## config.mk

```make
export PLATFORM = sky130hd
export DESIGN_NAME = board_engine
export DESIGN_NICKNAME = d
export VERILOG_FILES = /design/src/rtl/board_engine.sv
export SDC_FILE = /design/constraint.sdc
export NUM_CORES = 1
export LEC_CHECK = 0
export CAP_MARGIN = 25
export CORE_UTILIZATION = 45
export CTS_CLUSTER_DIAMETER = 150
export DETAILED_ROUTE_END_ITERATION = 6
export MAX_ROUTING_LAYER = met4
export PLACE_DENSITY = 0.64
export SLEW_MARGIN = 20
export SYNTH_ARGS = -nofsm -noshare
export SYNTH_HDL_FRONTEND = slang
export SYNTH_SLANG_ARGS = --single-unit
```

## constraint.sdc

```tcl
create_clock -name clk -period 8.3 [get_ports clk]
set_input_delay 1.66 -clock clk [delete_from_list [all_inputs] [get_ports clk]]
set_output_delay 1.66 -clock clk [all_outputs]
set_load 0.01 [all_outputs]
```

## src/rtl/board_engine.sv

```systemverilog
// board_engine: 4x4 sliding-tile (2048-style) game engine with LFSR tile spawning.
// Define BOARD_ENGINE_SCORE_EN to build the saturating merge-score accumulator; otherwise score is 0.
module board_engine #(
    parameter logic [15:0] SEED    = 16'hACE1,
    parameter int unsigned WIN_EXP = 11
) (
    input  logic        clk,
    input  logic        rst,
    input  logic        move_valid,
    input  logic [1:0]  move_dir,
    output logic        move_ready,
    output logic [63:0] board,
    output logic        done,
    output logic [15:0] score,
    output logic        win,
    output logic        game_over
);

    typedef enum logic [2:0] {INIT, IDLE, SLIDE, SPAWN, CHECK, OVER} state_t;
    typedef enum logic [1:0] {DIR_UP, DIR_DOWN, DIR_LEFT, DIR_RIGHT} dir_t;
    // One line of four exponents; element 0 is the cell nearest the move direction.
    typedef logic [3:0][3:0] line_t;

    state_t      state, state_next;
    dir_t        dir_q, dir_next;
    logic [63:0] board_q, board_next;
    logic [15:0] lfsr, lfsr_next;
    logic [1:0]  line_cnt, line_cnt_next;
    logic        moved_q, moved_next;
    logic        init_cnt, init_cnt_next;
    logic        win_q, win_next;
    logic        over_q, over_next;

    logic [3:0]  cell_idx [4];
    line_t       line_in, line_out;
    logic        line_changed;

    function automatic logic [3:0] cell_index(input dir_t dir, input logic [1:0] line,
                                              input logic [1:0] pos);
        logic [1:0] row, col;
        case (dir)
            DIR_UP:   begin row = pos;         col = line;        end
            DIR_DOWN: begin row = 2'd3 - pos;  col = line;        end
            DIR_LEFT: begin row = line;        col = pos;         end
            default:  begin row = line;        col = 2'd3 - pos;  end
        endcase
        return {row, col};
    endfunction

    function automatic line_t compress(input line_t in);
        line_t      res;
        logic [2:0] n;
        res = '0;
        n   = '0;
        for (int i = 0; i < 4; i++) begin
            if (in[i] != 4'd0) begin
                res[n[1:0]] = in[i];
                n = n + 3'd1;
            end
        end
        return res;
    endfunction

    // Input is already compressed; a trailing zero sentinel keeps the pair compare in range.
    function automatic line_t merge(input line_t in);
        logic [4:0][3:0] ext;
        line_t           res;
        logic [2:0]      n;
        logic            skip;
        ext  = {4'd0, in};
        res  = '0;
        n    = '0;
        skip = 1'b0;
        for (int i = 0; i < 4; i++) begin
            if (skip) begin
                skip = 1'b0;
            end else if (ext[i] != 4'd0) begin
                if (ext[i] == ext[i+1]) begin
                    res[n[1:0]] = (ext[i] == 4'd15) ? 4'd15 : ext[i] + 4'd1;
                    skip = 1'b1;
                end else begin
                    res[n[1:0]] = ext[i];
                end
                n = n + 3'd1;
            end
        end
        return res;
    endfunction

    function automatic logic [63:0] spawn_tile(input logic [63:0] b, input logic [7:0] r);
        logic [63:0] res;
        logic        found;
        logic [3:0]  idx, hit;
        res   = b;
        found = 1'b0;
        hit   = '0;
        for (int k = 0; k < 16; k++) begin
            idx = r[3:0] + 4'(k);
            if (!found && b[{idx, 2'b00} +: 4] == 4'd0) begin
                found = 1'b1;
                hit   = idx;
            end
        end
        if (found) res[{hit, 2'b00} +: 4] = (r[7:4] == 4'd0) ? 4'd2 : 4'd1;
        return res;
    endfunction

    function automatic logic no_moves(input logic [63:0] b);
        logic stuck;
        stuck = 1'b1;
        for (int i = 0; i < 16; i++)
            if (b[i*4 +: 4] == 4'd0) stuck = 1'b0;
        for (int r = 0; r < 4; r++)
            for (int c = 0; c < 3; c++)
                if (b[(r*4+c)*4 +: 4] == b[(r*4+c+1)*4 +: 4]) stuck = 1'b0;
        for (int r = 0; r < 3; r++)
            for (int c = 0; c < 4; c++)
                if (b[(r*4+c)*4 +: 4] == b[(r*4+c+4)*4 +: 4]) stuck = 1'b0;
        return stuck;
    endfunction

    function automatic logic has_win(input logic [63:0] b);
        logic hit;
        hit = 1'b0;
        for (int i = 0; i < 16; i++)
            if (b[i*4 +: 4] >= 4'(WIN_EXP)) hit = 1'b1;
        return hit;
    endfunction

    // Fibonacci form of x^16+x^14+x^13+x^11+1, shifting right.
    assign lfsr_next = {lfsr[0] ^ lfsr[2] ^ lfsr[3] ^ lfsr[5], lfsr[15:1]};

    always_comb begin
        for (int k = 0; k < 4; k++) begin
            cell_idx[k] = cell_index(dir_q, line_cnt, 2'(k));
            line_in[k]  = board_q[{cell_idx[k], 2'b00} +: 4];
        end
        line_out     = merge(compress(line_in));
        line_changed = (line_out != line_in);
    end

    // NOTE: every variable is given a default first so no path through the case infers a latch.
    always_comb begin
        state_next    = state;
        board_next    = board_q;
        dir_next      = dir_q;
        line_cnt_next = line_cnt;
        moved_next    = moved_q;
        init_cnt_next = init_cnt;
        win_next      = win_q;
        over_next     = over_q;
        case (state)
            INIT: begin
                board_next    = spawn_tile(board_q, lfsr[7:0]);
                init_cnt_next = 1'b1;
                if (init_cnt) state_next = IDLE;
            end
            IDLE: begin
                if (move_valid) begin
                    dir_next      = dir_t'(move_dir);
                    line_cnt_next = 2'd0;
                    moved_next    = 1'b0;
                    state_next    = SLIDE;
                end
            end
            SLIDE: begin
                for (int k = 0; k < 4; k++)
                    board_next[{cell_idx[k], 2'b00} +: 4] = line_out[k];
                if (line_changed) moved_next = 1'b1;
                line_cnt_next = line_cnt + 2'd1;
                if (line_cnt == 2'd3) state_next = (moved_q || line_changed) ? SPAWN : CHECK;
            end
            SPAWN: begin
                board_next = spawn_tile(board_q, lfsr[7:0]);
                state_next = CHECK;
            end
            CHECK: begin
                if (has_win(board_q)) win_next = 1'b1;
                if (no_moves(board_q)) begin
                    over_next  = 1'b1;
                    state_next = OVER;
                end else begin
                    state_next = IDLE;
                end
            end
            OVER:    state_next = OVER;
            default: state_next = INIT;
        endcase
    end

    // NOTE: registers use non-blocking assignments so each one samples pre-edge values.
    always_ff @(posedge clk or posedge rst) begin
        if (rst) begin
            state    <= INIT;
            board_q  <= '0;
            dir_q    <= DIR_UP;
            lfsr     <= SEED;
            line_cnt <= '0;
            moved_q  <= 1'b0;
            init_cnt <= 1'b0;
            win_q    <= 1'b0;
            over_q   <= 1'b0;
        end else begin
            state    <= state_next;
            board_q  <= board_next;
            dir_q    <= dir_next;
            lfsr     <= lfsr_next;
            line_cnt <= line_cnt_next;
            moved_q  <= moved_next;
            init_cnt <= init_cnt_next;
            win_q    <= win_next;
            over_q   <= over_next;
        end
    end

`ifdef BOARD_ENGINE_SCORE_EN
    function automatic logic [17:0] merge_score(input line_t in);
        logic [4:0][3:0] ext;
        logic [17:0]     sum;
        logic            skip;
        ext  = {4'd0, in};
        sum  = '0;
        skip = 1'b0;
        for (int i = 0; i < 4; i++) begin
            if (skip) begin
                skip = 1'b0;
            end else if (ext[i] != 4'd0 && ext[i] == ext[i+1]) begin
                sum  = sum + ((ext[i] == 4'd15) ? 18'h0FFFF : (18'd1 << (ext[i] + 4'd1)));
                skip = 1'b1;
            end
        end
        return sum;
    endfunction

    logic [15:0] score_q;
    logic [18:0] score_sum;

    assign score_sum = {3'b000, score_q} + {1'b0, merge_score(compress(line_in))};

    always_ff @(posedge clk or posedge rst) begin
        if (rst)
            score_q <= '0;
        else if (state == SLIDE)
            score_q <= (score_sum > 19'h0FFFF) ? 16'hFFFF : score_sum[15:0];
    end

    assign score = score_q;
`else
    assign score = '0;
`endif

    assign board      = board_q;
    assign move_ready = (state == IDLE);
    assign done       = (state == CHECK);
    assign win        = win_q;
    assign game_over  = over_q;

endmodule
```

==> metrics.md, run 1 <==
| Metric | Value |
|---|---|
| TritonCTS clock tree | built |
| Type of element launching the critical path | register |
| Mean number of vias per cell | 7.53 |
| Core region area | 37000 um^2 |
| Syn. warnings | 0 |
| Via count | 21100 |
| Number of library cell types mapped by synthesis | around 120 |
| Post-route DRC violation count | 1 |
| Number of hold violations in the final report | 0 |
| Outcome | finished, violations left |
| Flop and latch count out of synthesis | 91 |
| Dpl cells | 2769 |
| Die footprint | 38700 um^2 |
| Worst-case register-to-register setup slack | 0.32 ns |
| Setup tns final | 0 ns |
| Length in cells of the worst reg-to-reg path | 28 |
| Worst rel slew slack | 0.243 |
| # hold bufs at CTS | 0 |
| Post-Route Skew | 0.0153 ns |
| Input/output buffers | ~70 |
| Routed length per instance | 33.5 um |
| Number of buffers inserted during clock tree synthesis | 9 |
| Number of cells produced by synthesis | 2262 |
| Half-perimeter wire length of the detailed placement result | about 71000 um |
| Worst Hold Endpoint | lfsr[7]$_DFF_PP1_ |
| Area growth syn-to-layout | 10.8% |
| Kind of critical path | reg2reg |
| Setup crit end kind | register |
| Global-route wire length before repair | approximately 130000 um |
| Reported max-cap violation count | 0 |
| Clock sink count | between 90 and 100 |
| Aggregate global-route resource usage | 0.490 |
| RSZ-0062 raised after global routing | no |
| Number of design-rule violations left by the first detailed-router iteration | 3406 |
| Primary FF master, synth | dfrtp_1 |
| GP Congestion | 1.14 |
| H-tree levels | 3 |
| Via count of the first global-routing pass | 19400 |
| Fin Hold WS | 0.355 ns |
| Worst path max stage delay | 0.64 ns |
| Sequential share of the synthesized area | 0.134 |
| Number of setup violations in the final report | 0 |
| Cells on Worst Hold Path | 0 |
| Combined area of all synthesized cells | 17100 um^2 |
| Initial cell density of the core | 0.462 |
| Total gr overflow | 0 |
| Antenna violations before repair | 12 |
| Clock input transition at the sequential cells of the worst setup and hold paths | around 0.080 ns |
| Slew Viols, Final | 0 |
| Root buffer selected by CTS | clkbuf_16 |
| Start of the worst register-to-register path | line_cnt[0]$_DFFE_PP0P_ |
| Die height | 197 um |
| Maximum number of pins on one net before global-route repair | 69 |
| Achievable clock frequency | 0.125 GHz |
| Longest Clk Path Bufs | 2 |
| Cell with the biggest individual delay on the critical path | dfrtp_4 |
| Num rows | 70 |
| Failing checks | design-rule violations |
| Tcrit/Tclk final | 0.962 |
| Floorplan die width | 197 um |
| Destination of the worst register-to-register timing path | board[48]$_DFFE_PP0P_ |
| Final cell count without fillers | 2803 |
| Routed WL | 93800 um |
| Worst-path maximum fanout | 26 |
| HP Class | reg2reg |
| Final layout net count | approximately 2300 |
| Total iterations of the first detailed-routing run | 7 |
| Syn avg cell area | 7.54 um^2 |
| Worst min-delay path startpoint | lfsr[8]$_DFF_PP0_ |
| Slew @ Worst Pin | roughly 1.1 ns |
| Insertion delay of the later-clocked pin in the worst-skew pair | approximately 0.37 ns |
| Clock period minus worst slack | 7.98 ns |
| Worst EP required | 8.49 ns |
| Arrival time of the worst setup path | 8.18 ns |
| Share of final-layout standard cells stronger than drive strength 1 | 0.145 |
| Number of routed nets with antenna violations | 0 |
| Boundary pin count | 89 |
| Most used cell, CP | ha_1 |
| EDFF count, synth | 0 |
| Async SR Flop Fraction | 1.00 |
## metal layers
metal,GRT usage,share of wire,vias to the layer above
met3,0.163,0.14,529
met2,0.674,0.40,1887
met1,0.595,0.37,9983
met5,-,0,-
met4,0.357,0.085,0
li1,-,-,8714
## area by class of cell
class	count	area, um^2
fill	3693	18100
multi-input combinational	1878	13500
sequential	91	2300
timing repair buffer	211	1830
tap	504	631
inverter	89	340
clock buffer	9	225
clock inverter	7	92.6
antenna	14	35.0
## worst max-delay path by stage
| stage | start | to | slack, ns | depth (start not counted) |
|---|---|---|---|---|
| floorplan | line_cnt[0]$_DFFE_PP0P_ | board[24]$_DFFE_PP0P_ | 1.01 | 35 |
| global placement | dir_q[0]$_DFFE_PP0P_ | board[23]$_DFFE_PP0P_ | 0.48 | 27 |
| detailed placement | line_cnt[0]$_DFFE_PP0P_ | board[48]$_DFFE_PP0P_ | 0.31 | 28 |
| CTS | line_cnt[0]$_DFFE_PP0P_ | board[48]$_DFFE_PP0P_ | 0.28 | 28 |
| global route | line_cnt[0]$_DFFE_PP0P_ | board[48]$_DFFE_PP0P_ | 0.002 | 31 |
| finish | line_cnt[0]$_DFFE_PP0P_ | board[48]$_DFFE_PP0P_ | 0.32 | 28 |
## stage by stage
step	cell area (um^2)	setup slack (ns)	utilization
finish	18900	0.318	0.511
global route	18900	0.00192	0.511
detailed placement	18400	0.315	0.499
CTS	18800	0.280	0.508
floorplan	17100	1.01	-
global placement	18400	0.477	0.499
## state kept, by name, indices dropped and copies added (netlist names)
name / cells
init_cnt: 1
dir_q: 2
lfsr: 16
moved_q: 1
win: 1
state: 3
board: 64
line_cnt: 2
game_over: 1
## cell usage after synthesis, types with 11 or more instances
cell type / count / area (um^2)
a211oi_1: 27 / 203
a21o_1: 17 / 128
a21oi_1: 144 / 721
a221o_1: 18 / 180
a221oi_1: 45 / 394
a22oi_1: 33 / 248
a31oi_1: 28 / 175
a32o_1: 11 / 110
a32oi_1: 23 / 201
and2_1: 31 / 194
and3_1: 22 / 138
buf_1: 19 / 71.3
buf_2: 46 / 230
buf_4: 30 / 225
buf_6: 13 / 146
clkbuf_1: 109 / 409
dfrtp_1: 83 / 2080
ha_1: 37 / 463
inv_1: 77 / 289
mux2_2: 21 / 236
mux2i_1: 50 / 500
mux4_2: 44 / 991
nand2_1: 203 / 762
nand2b_1: 35 / 219
nand3_1: 56 / 280
nand4_1: 25 / 156
nor2_1: 160 / 601
nor2b_1: 41 / 257
nor3_1: 53 / 265
nor3b_1: 14 / 105
nor4_1: 65 / 407
o211ai_1: 29 / 218
o21a_1: 11 / 82.6
o21ai_0: 116 / 581
o21ai_1: 24 / 120
o221ai_1: 21 / 184
o22ai_1: 33 / 206
o31ai_1: 22 / 165
or3_1: 13 / 81.3
or4_1: 23 / 173
xnor2_1: 47 / 412
xor2_1: 89 / 780
## worst max-delay path: cells and delay by family (launching register included)
| kind | cells | cell delay [ns] |
|---|---|---|
| AO/OA/AOI/OAI | 14 | 3.67 |
| AND/OR/NAND/NOR | 4 | 1.17 |
| multiplexers | 1 | 0.22 |
| buffers and inverters | 5 | 0.80 |
| adder cells (fa/ha/maj) | 4 | 1.26 |
| flip-flops | 1 | 0.64 |
## cell families (layout without fill, tap and decap cells)
family | count (synthesis) | after routing | share of synthesized area
fa+ha+maj | 37 | 37 | 0.0271
xor+xnor | 137 | 137 | 0.0708
simple gates | 785 | 785 | 0.236
flops | 91 | 91 | 0.134
mux | 127 | 127 | 0.112
compound gates | 776 | 776 | 0.336
buf+inv | 308 | 316 | 0.0836
other cells | 1 | 30 | 0.000220
## cells in the final DEF (no fill, tap or decap), drive strengths merged, types with 36 or more instances in the layout
cell type      instances
xnor2                 47
a221oi                46
ha                    37
nor2                 163
xor2                  90
nand2b                36
nand2                203
mux4                  44
inv                   88
clkdlybuf4s50         72
mux2i                 54
dfrtp                 83
nor2b                 41
nor3                  57
buf                  139
o21ai                144
a21oi                146
nor4                  67
nand3                 56
o22ai                 36
## repair_timing
item                                   in CTS  in global routing
resized for setup                           0                  9
setup endpoints to repair                   0                 49
endpoints found under the hold margin       0                  0
buffers inserted                            0                  3
Power of run 1 is left out: the tool's default activity adds up to more than one toggle a clock period on the data nets, which glitch-free logic cannot reach.
==> inputs of run 2 (changes only) <==
CORE_ASPECT_RATIO = 2   (was unset)
==> run 2 against run 1 <==
Against the previous run: the flow now stops in global routing; area after synthesis unchanged; synthesized cell count unchanged.
==> metrics.md, run 2 <==
| Metric | Value |
|---|---|
| Outcome | did not finish |
| Last stage reached | global routing |
| First error | [ERROR GRT-0116] Global routing finished with congestion. Check the congestion regions in the DRC Viewer. |
| # hold bufs at CTS | 0 (unchanged) |
| Global-route wire length before repair | around 200000 um |
| Boundary pin count | 89 (unchanged) |
| Synth top area share | 0.122 (unchanged) |
| Sequential share of the synthesized area | 0.134 (unchanged) |
| Dpl cells | 2829 (+2.2%) |
| Input/output buffers | 72 (unchanged) |
| Die height | 277 um (+41%) |
| Total gr overflow | ~330 |
| Synth top cells by count | nand2_1 (203), nor2_1 (160), a21oi_1 (144) |
| Top cells by area, synth | dfrtp_1 (12%), mux4_2 (5.8%), xor2_1 (4.6%), nand2_1 (4.5%), a21oi_1 (4.2%) |
| Num rows | 100 (+43%) |
| Number of cells produced by synthesis | 2262 (unchanged) |
| Cell area after placement | 19200 um^2 (+4.2%) |
| Number of buffers inserted during clock tree synthesis | 9 (unchanged) |
| Via count of the first global-routing pass | 24800 |
| Combined area of all synthesized cells | 17100 um^2 (unchanged) |
| Number of library cell types mapped by synthesis | 123 (unchanged) |
| Floorplan die width | 140 um (-29%) |
| Root buffer selected by CTS | clkbuf_16 |
| Longest Clk Path Bufs | 2 (unchanged) |
| Initial cell density of the core | 0.458 (-0.00403) |
| Library cell with the highest instance count after synthesis | nand2_1 |
| EDFF count, synth | 0 (unchanged) |
| Flop and latch count out of synthesis | 91 (unchanged) |
| Cells resized by post-CTS repair | 0 (unchanged) |
| Primary FF master, synth | dfrtp_1 |
| Count of buffers added by post-CTS timing repair for setup | 0 (unchanged) |
| Syn avg cell area | 7.54 um^2 (unchanged) |
| Async SR Flop Fraction | 1.00 (unchanged) |
| Clock sink count | 91 (unchanged) |
| Aggregate global-route resource usage | 0.712 |
| H-tree levels | 3 (unchanged) |
| Syn. warnings | 0 (unchanged) |
| Area leader, netlist | dfrtp_1 |
| GP Congestion | 1.17 (+2.9%) |
| Maximum number of pins on one net before global-route repair | 56 |
| Half-perimeter wire length of the detailed placement result | 87100 um (+23%) |
run 2: logic make-up after synthesis:
| kind of cell | Yosys count | share of synthesized area |
|---|---|---|
| simple gates | 785 | 0.236 |
| compound gates | 776 | 0.336 |
| buf+inv | 308 | 0.0836 |
| xor+xnor | 137 | 0.0708 |
| mux | 127 | 0.112 |
| flops | 91 | 0.134 |
| fa+ha+maj | 37 | 0.0271 |
| other cells | 1 | 0.000220 |
run 2: routing by layer:
layer,global-route usage,GRT overflow
met2,0.918,205
met4,0.749,116
met1,0.668,1
met5,-,-
met3,0.481,9
run 2: per-stage QoR:
step / worst slack, ns / util
floorplan: 1.01 / -
global placement: 0.663 / 0.515
detailed placement: 0.638 / 0.515
CTS: 0.621 / 0.524
==> inputs of run 3 (changes only) <==
CORE_ASPECT_RATIO = unset   (was 2)
CORE_UTILIZATION = 30   (was 45)
CTS_CLUSTER_DIAMETER = unset   (was 150)
MAX_ROUTING_LAYER = unset   (was met4)
PLACE_DENSITY = unset   (was 0.64)
PLACE_DENSITY_LB_ADDON = 0.15   (was unset)
==> run 3 against run 2 <==
Against the previous run: the flow now finishes without violations.
==> metrics.md, run 3 (synthesis gave the netlist of run 1 again) <==
| Metric | Value |
|---|---|
| Final cell count without fillers | about 3000 |
| Clock sink count | 91 (unchanged) |
| Antenna violations before repair | 3 |
| Achievable clock frequency | 0.125 GHz |
| Destination of the worst register-to-register timing path | board[56]$_DFFE_PP0P_ |
| Mean number of vias per cell | 6.70 |
| Most common cell after layout, fill and taps aside | nand2_1 |
| Root buffer selected by CTS | clkbuf_16 |
| Floorplan die width | 240 um (+72%) |
| Minimum setup slack after placement | 0.204 ns (-0.435 ns) |
| Half-perimeter wire length of the detailed placement result | 77400 um (-11%) |
| Initial cell density of the core | 0.303 (-0.154) |
| Number of hold violations in the final report | 0 |
| Slew @ Worst Pin | 1.07 ns |
| Number of design-rule violations left by the first detailed-router iteration | 2599 |
| Die height | 240 um (-13%) |
| Area growth syn-to-layout | 13.4% |
| Length in cells of the worst reg-to-reg path | 31 |
| Number of buffers inserted during clock tree synthesis | 9 (unchanged) |
| Share of final-layout standard cells stronger than drive strength 1 | 0.151 |
| Worst EP required | around 8.6 ns |
| Final standard cell utilization of the core | 0.344 |
| Setup tns final | 0 ns |
| Post-Route Skew | approximately 0.021 ns |
| Input/output buffers | 72 (unchanged) |
| Worst path max stage delay | 0.66 ns |
| Dpl cells | 3038 (+7.4%) |
| Flip-flop count of the largest register, all copies and words added | 64 |
| Setup crit end kind | register |
| Tcrit/Tclk final | 0.962 |
| Via count | just over 20000 |
| Type of element launching the critical path | register |
| Core region area | approximately 56000 um^2 |
| Cell with the biggest individual delay on the critical path | dfrtp_4 |
| Cells on Worst Hold Path | 0 |
| Worst rel slew slack | 0.277 |
| Number of setup violations in the final report | 0 |
| Family with the most delay on the worst path | compound AO/OA/AOI/OAI gates |
| Arrival time of the worst setup path | 8.24 ns |
| Total iterations of the first detailed-routing run | 6 |
| RSZ-0062 raised after global routing | no |
| Number of routed nets with antenna violations | 0 |
| GP Congestion | 1.06 (-9.4%) |
| Longest Clk Path Bufs | 2 (unchanged) |
| Number of buffers and inverters on the critical path | 6 |
| Insertion delay of the later-clocked pin in the worst-skew pair | approximately 0.40 ns |
| Slew Viols, Final | 0 |
| Maximum number of pins on one net before global-route repair | 69 |
| Clock period minus worst slack | 7.99 ns |
| Final layout net count | 2342 |
| Worst min-delay path startpoint | lfsr[9]$_DFF_PP0_ |
| Routed length per instance | 32.7 um |
| Worst-case register-to-register setup slack | 0.31 ns |
| Aggregate global-route resource usage | 0.339 |
| Smallest setup slack after layout | 0.312 ns |
| Start of the worst register-to-register path | dir_q[0]$_DFFE_PP0P_ |
| Via count of the first global-routing pass | 19100 |
| TritonCTS clock tree | built |
| Worst Hold Endpoint | lfsr[8]$_DFF_PP0_ |
| Boundary pin count | 89 (unchanged) |
| Post-route DRC violation count | 0 |
| Outcome | finished, final reports clean |
| Routed WL | 100000 um |
| Reported max-cap violation count | 0 |
| Global-route wire length before repair | between 100000 and 150000 um |
| Die footprint | between 50000 and 60000 um^2 |
| Top library cells by usage in the layout, fill and taps aside | nand2_1 (202), nor2_1 (159), buf_4 (149) |
| Kind of critical path | reg2reg |
| Clock input transition at the sequential cells of the worst setup and hold paths | 0.08 ns |
| Total gr overflow | 0 |
| Num rows | 87 (-13%) |
| H-tree levels | 3 (unchanged) |
| Worst-path maximum fanout | 34 |
| HP Class | reg2reg |
run 3: area by class of cell:
class | instances | area (um^2)
diodes | 1 | 2.50
clock buffers | 11 | 253
clock inverters | 5 | 42.5
fillers | 6021 | 36900
inverters | 89 | 337
multi-input cells | 1878 | 13500
flip-flops and latches | 91 | 2300
well taps | 756 | 946
repair buffers | 231 | 2000
run 3: timing repair:
| item | CTS | global route |
|---|---|---|
| buffers inserted | 0 | 2 |
| gates resized for setup | 0 | 9 |
| hold buffers | 0 | 0 |
| setup endpoints to repair | 0 | 57 |
run 3: per-stage QoR:
step,hold slack [ns],cell area [um^2]
6_report,0.342,19300
5_1_grt,0.347,19300
4_1_cts,0.344,19200
3_5_place_dp,0.336,18900
3_3_place_gp,0.332,18900
2_1_floorplan,0.331,17100
run 3: worst max-delay path by stage:
| stage | start | to | slack, ns | cells past startpoint |
|---|---|---|---|---|
| 3_3_place_gp | dir_q[1]$_DFFE_PP0P_ | board[8]$_DFFE_PP0P_ | 0.23 | 29 |
| 4_1_cts | line_cnt[0]$_DFFE_PP0P_ | board[8]$_DFFE_PP0P_ | 0.15 | 28 |
| 5_1_grt | dir_q[0]$_DFFE_PP0P_ | board[26]$_DFFE_PP0P_ | 0.0008 | 31 |
| 2_1_floorplan | line_cnt[0]$_DFFE_PP0P_ | board[24]$_DFFE_PP0P_ | 1.01 | 35 |
| 6_report | dir_q[0]$_DFFE_PP0P_ | board[56]$_DFFE_PP0P_ | 0.31 | 31 |
| 3_5_place_dp | dir_q[1]$_DFFE_PP0P_ | board[8]$_DFFE_PP0P_ | 0.20 | 28 |
run 3: per-layer routing:
| layer | track usage | share of wire |
|---|---|---|
| met1 | 0.430 | 0.40 |
| met2 | 0.522 | 0.44 |
| met4 | 0.203 | 0.067 |
| met5 | 0 | 0.00013 |
| met3 | 0.0769 | 0.099 |
run 3: worst reg2reg max path: cells and delay by family (launching register included):
| family | cells | cell delay (ns) |
|---|---|---|
| compound gates | 14 | 3.01 |
| simple gates | 7 | 1.92 |
| fa+ha+maj | 4 | 1.17 |
| buf+inv | 6 | 1.06 |
| flops | 1 | 0.66 |
Power of run 3 is left out for the same reason.
==> RTL change (settings of run 1) <==
The 6 states of `state_t` get a one-hot encoding in 6 bits.
--- a/src/rtl/board_engine.sv
+++ b/src/rtl/board_engine.sv
@@ -17,5 +17,5 @@
 );
 
-    typedef enum logic [2:0] {INIT, IDLE, SLIDE, SPAWN, CHECK, OVER} state_t;
+    typedef enum logic [5:0] {INIT = 6'b000001, IDLE = 6'b000010, SLIDE = 6'b000100, SPAWN = 6'b001000, CHECK = 6'b010000, OVER = 6'b100000} state_t;
     typedef enum logic [1:0] {DIR_UP, DIR_DOWN, DIR_LEFT, DIR_RIGHT} dir_t;
     // One line of four exponents; element 0 is the cell nearest the move direction.
Function: same outputs for any inputs over 4 cycles, from zero or initial values and one cycle with rst high; so few cycles prove little.
==> RTL change against run 1 <==
Sequential cell count up 3; count of clock-buffer cells in the layout unchanged; the run still ends with DRC left; fmax down 0.41%; wire length up 0.32%; first-iteration DRC count up 4.9%; area after synthesis down 2.1%; worst setup slack worse by 33 ps; cell area down 2.1%.
Power is left out: the tool's default activity adds up to more than one toggle a clock period on the data nets, which glitch-free logic cannot reach.
==> RTL change: results (changes against run 1) <==
Setup path:
- The worst setup slack for register-to-register paths is 290 ps (was 320 ps).
- The end of the worst register-to-register path is board[60]$_DFFE_PP0P_ (was board[48]$_DFFE_PP0P_).
- The worst endpoint data arrival time is 8340 ps (was 8180 ps).

Route:
- The total met3 wirelength after detailed routing is 13,190 um (was 13,590 um).
- The number of remaining DRC errors was 2 (was 1).
- The iteration-0 DRC count of the detailed router is 3,573 (was 3,406).
- The detailed route wirelength on metal2 came to 38,080 um (was 37,720 um).

Logic synthesis:
- Cell types with the largest area share after synthesis: dfrtp_1 (13%), a21oi_1 (5.4%), nand2_1 (5.2%), o21ai_0 (4.2%), nor2_1 (4.1%) (was dfrtp_1 (12%), mux4_2 (5.8%), xor2_1 (4.6%), nand2_1 (4.5%), a21oi_1 (4.2%)).
- The portion of the post-synthesis area used by sequential elements is 14.15% (was 13.41%).
- The synthesized area divided by synthesized cell count is 7.154 um2 (was 7.542 um2).
- The number of library cell types mapped by synthesis came to 115 (was 123).
- The mux share of post-synthesis cell area came to 6.576% (was 11.17%).
- Commonest cells in the synthesized netlist: nand2_1 (230), nor2_1 (181), a21oi_1 (179) (was nand2_1 (203), nor2_1 (160), a21oi_1 (144)).
- The XOR/XNOR share of the synthesized area was 7.280% (was 7.077%).
- The post-synthesis adder-cell area fraction was 2.771% (was 2.714%).

STA:
- The tightest hold margin is 359.3 ps (was 355.2 ps).
- The worst-case clock skew is 19.59 ps (was 15.32 ps).

Placed design:
- The routability congestion estimate is 1.152 (was 1.138).
- The cell area after placement is 18,160 um2 (was 18,440 um2).

Clocking:
- The clock insertion delay at the later pin of the skew report came to 420 ps (was 370 ps).

Global route:
- The wire length of the first global-routing pass is 135,700 um (was 134,800 um).
- The met3 demand-to-capacity share in global routing is 17.33% (was 16.27%).
- The via count of the first global-routing pass came to 19,490 (was 19,440).
- The met1 capacity usage during global routing is 60.01% (was 59.53%).

Finish:
- The post-layout instance count excluding filler cells is 2,843 (was 2,803).
- The share of post-route cells with drive strength above 1 came to 12.63% (was 14.49%).
- The number of nets in the finished design is 2,406 (was 2,322).

Outcome:
- Outcome: finished, violations left (unchanged).
- Failing checks: DRC (unchanged).
-- RTL change: worst max path at each step --
stage                                  startpoint                    end  slack [ps]  cells past startpoint
after floorplan           line_cnt[0]$_DFFE_PP0P_   state[4]$_DFFE_PP0P_        1000                     32
after global placement       dir_q[1]$_DFFE_PP0P_   state[4]$_DFFE_PP0P_         400                     30
after detailed placement     dir_q[1]$_DFFE_PP0P_   state[4]$_DFFE_PP0P_         390                     29
after CTS                    dir_q[1]$_DFFE_PP0P_   state[4]$_DFFE_PP0P_         320                     29
after global routing         dir_q[1]$_DFFE_PP0P_  board[60]$_DFFE_PP0P_          20                     29
final                        dir_q[1]$_DFFE_PP0P_  board[60]$_DFFE_PP0P_         290                     29
-- RTL change: layout make-up --
class                      count  area [um2]
antenna                        7       17.52
clock buffer                   9       225.2
clock inverter                 6       43.79
fill                        3706       18100
inverter                      85       321.6
multi-input combinational   1950       13010
sequential                    94        2376
tap                          468       585.6
timing repair buffer         224        1932
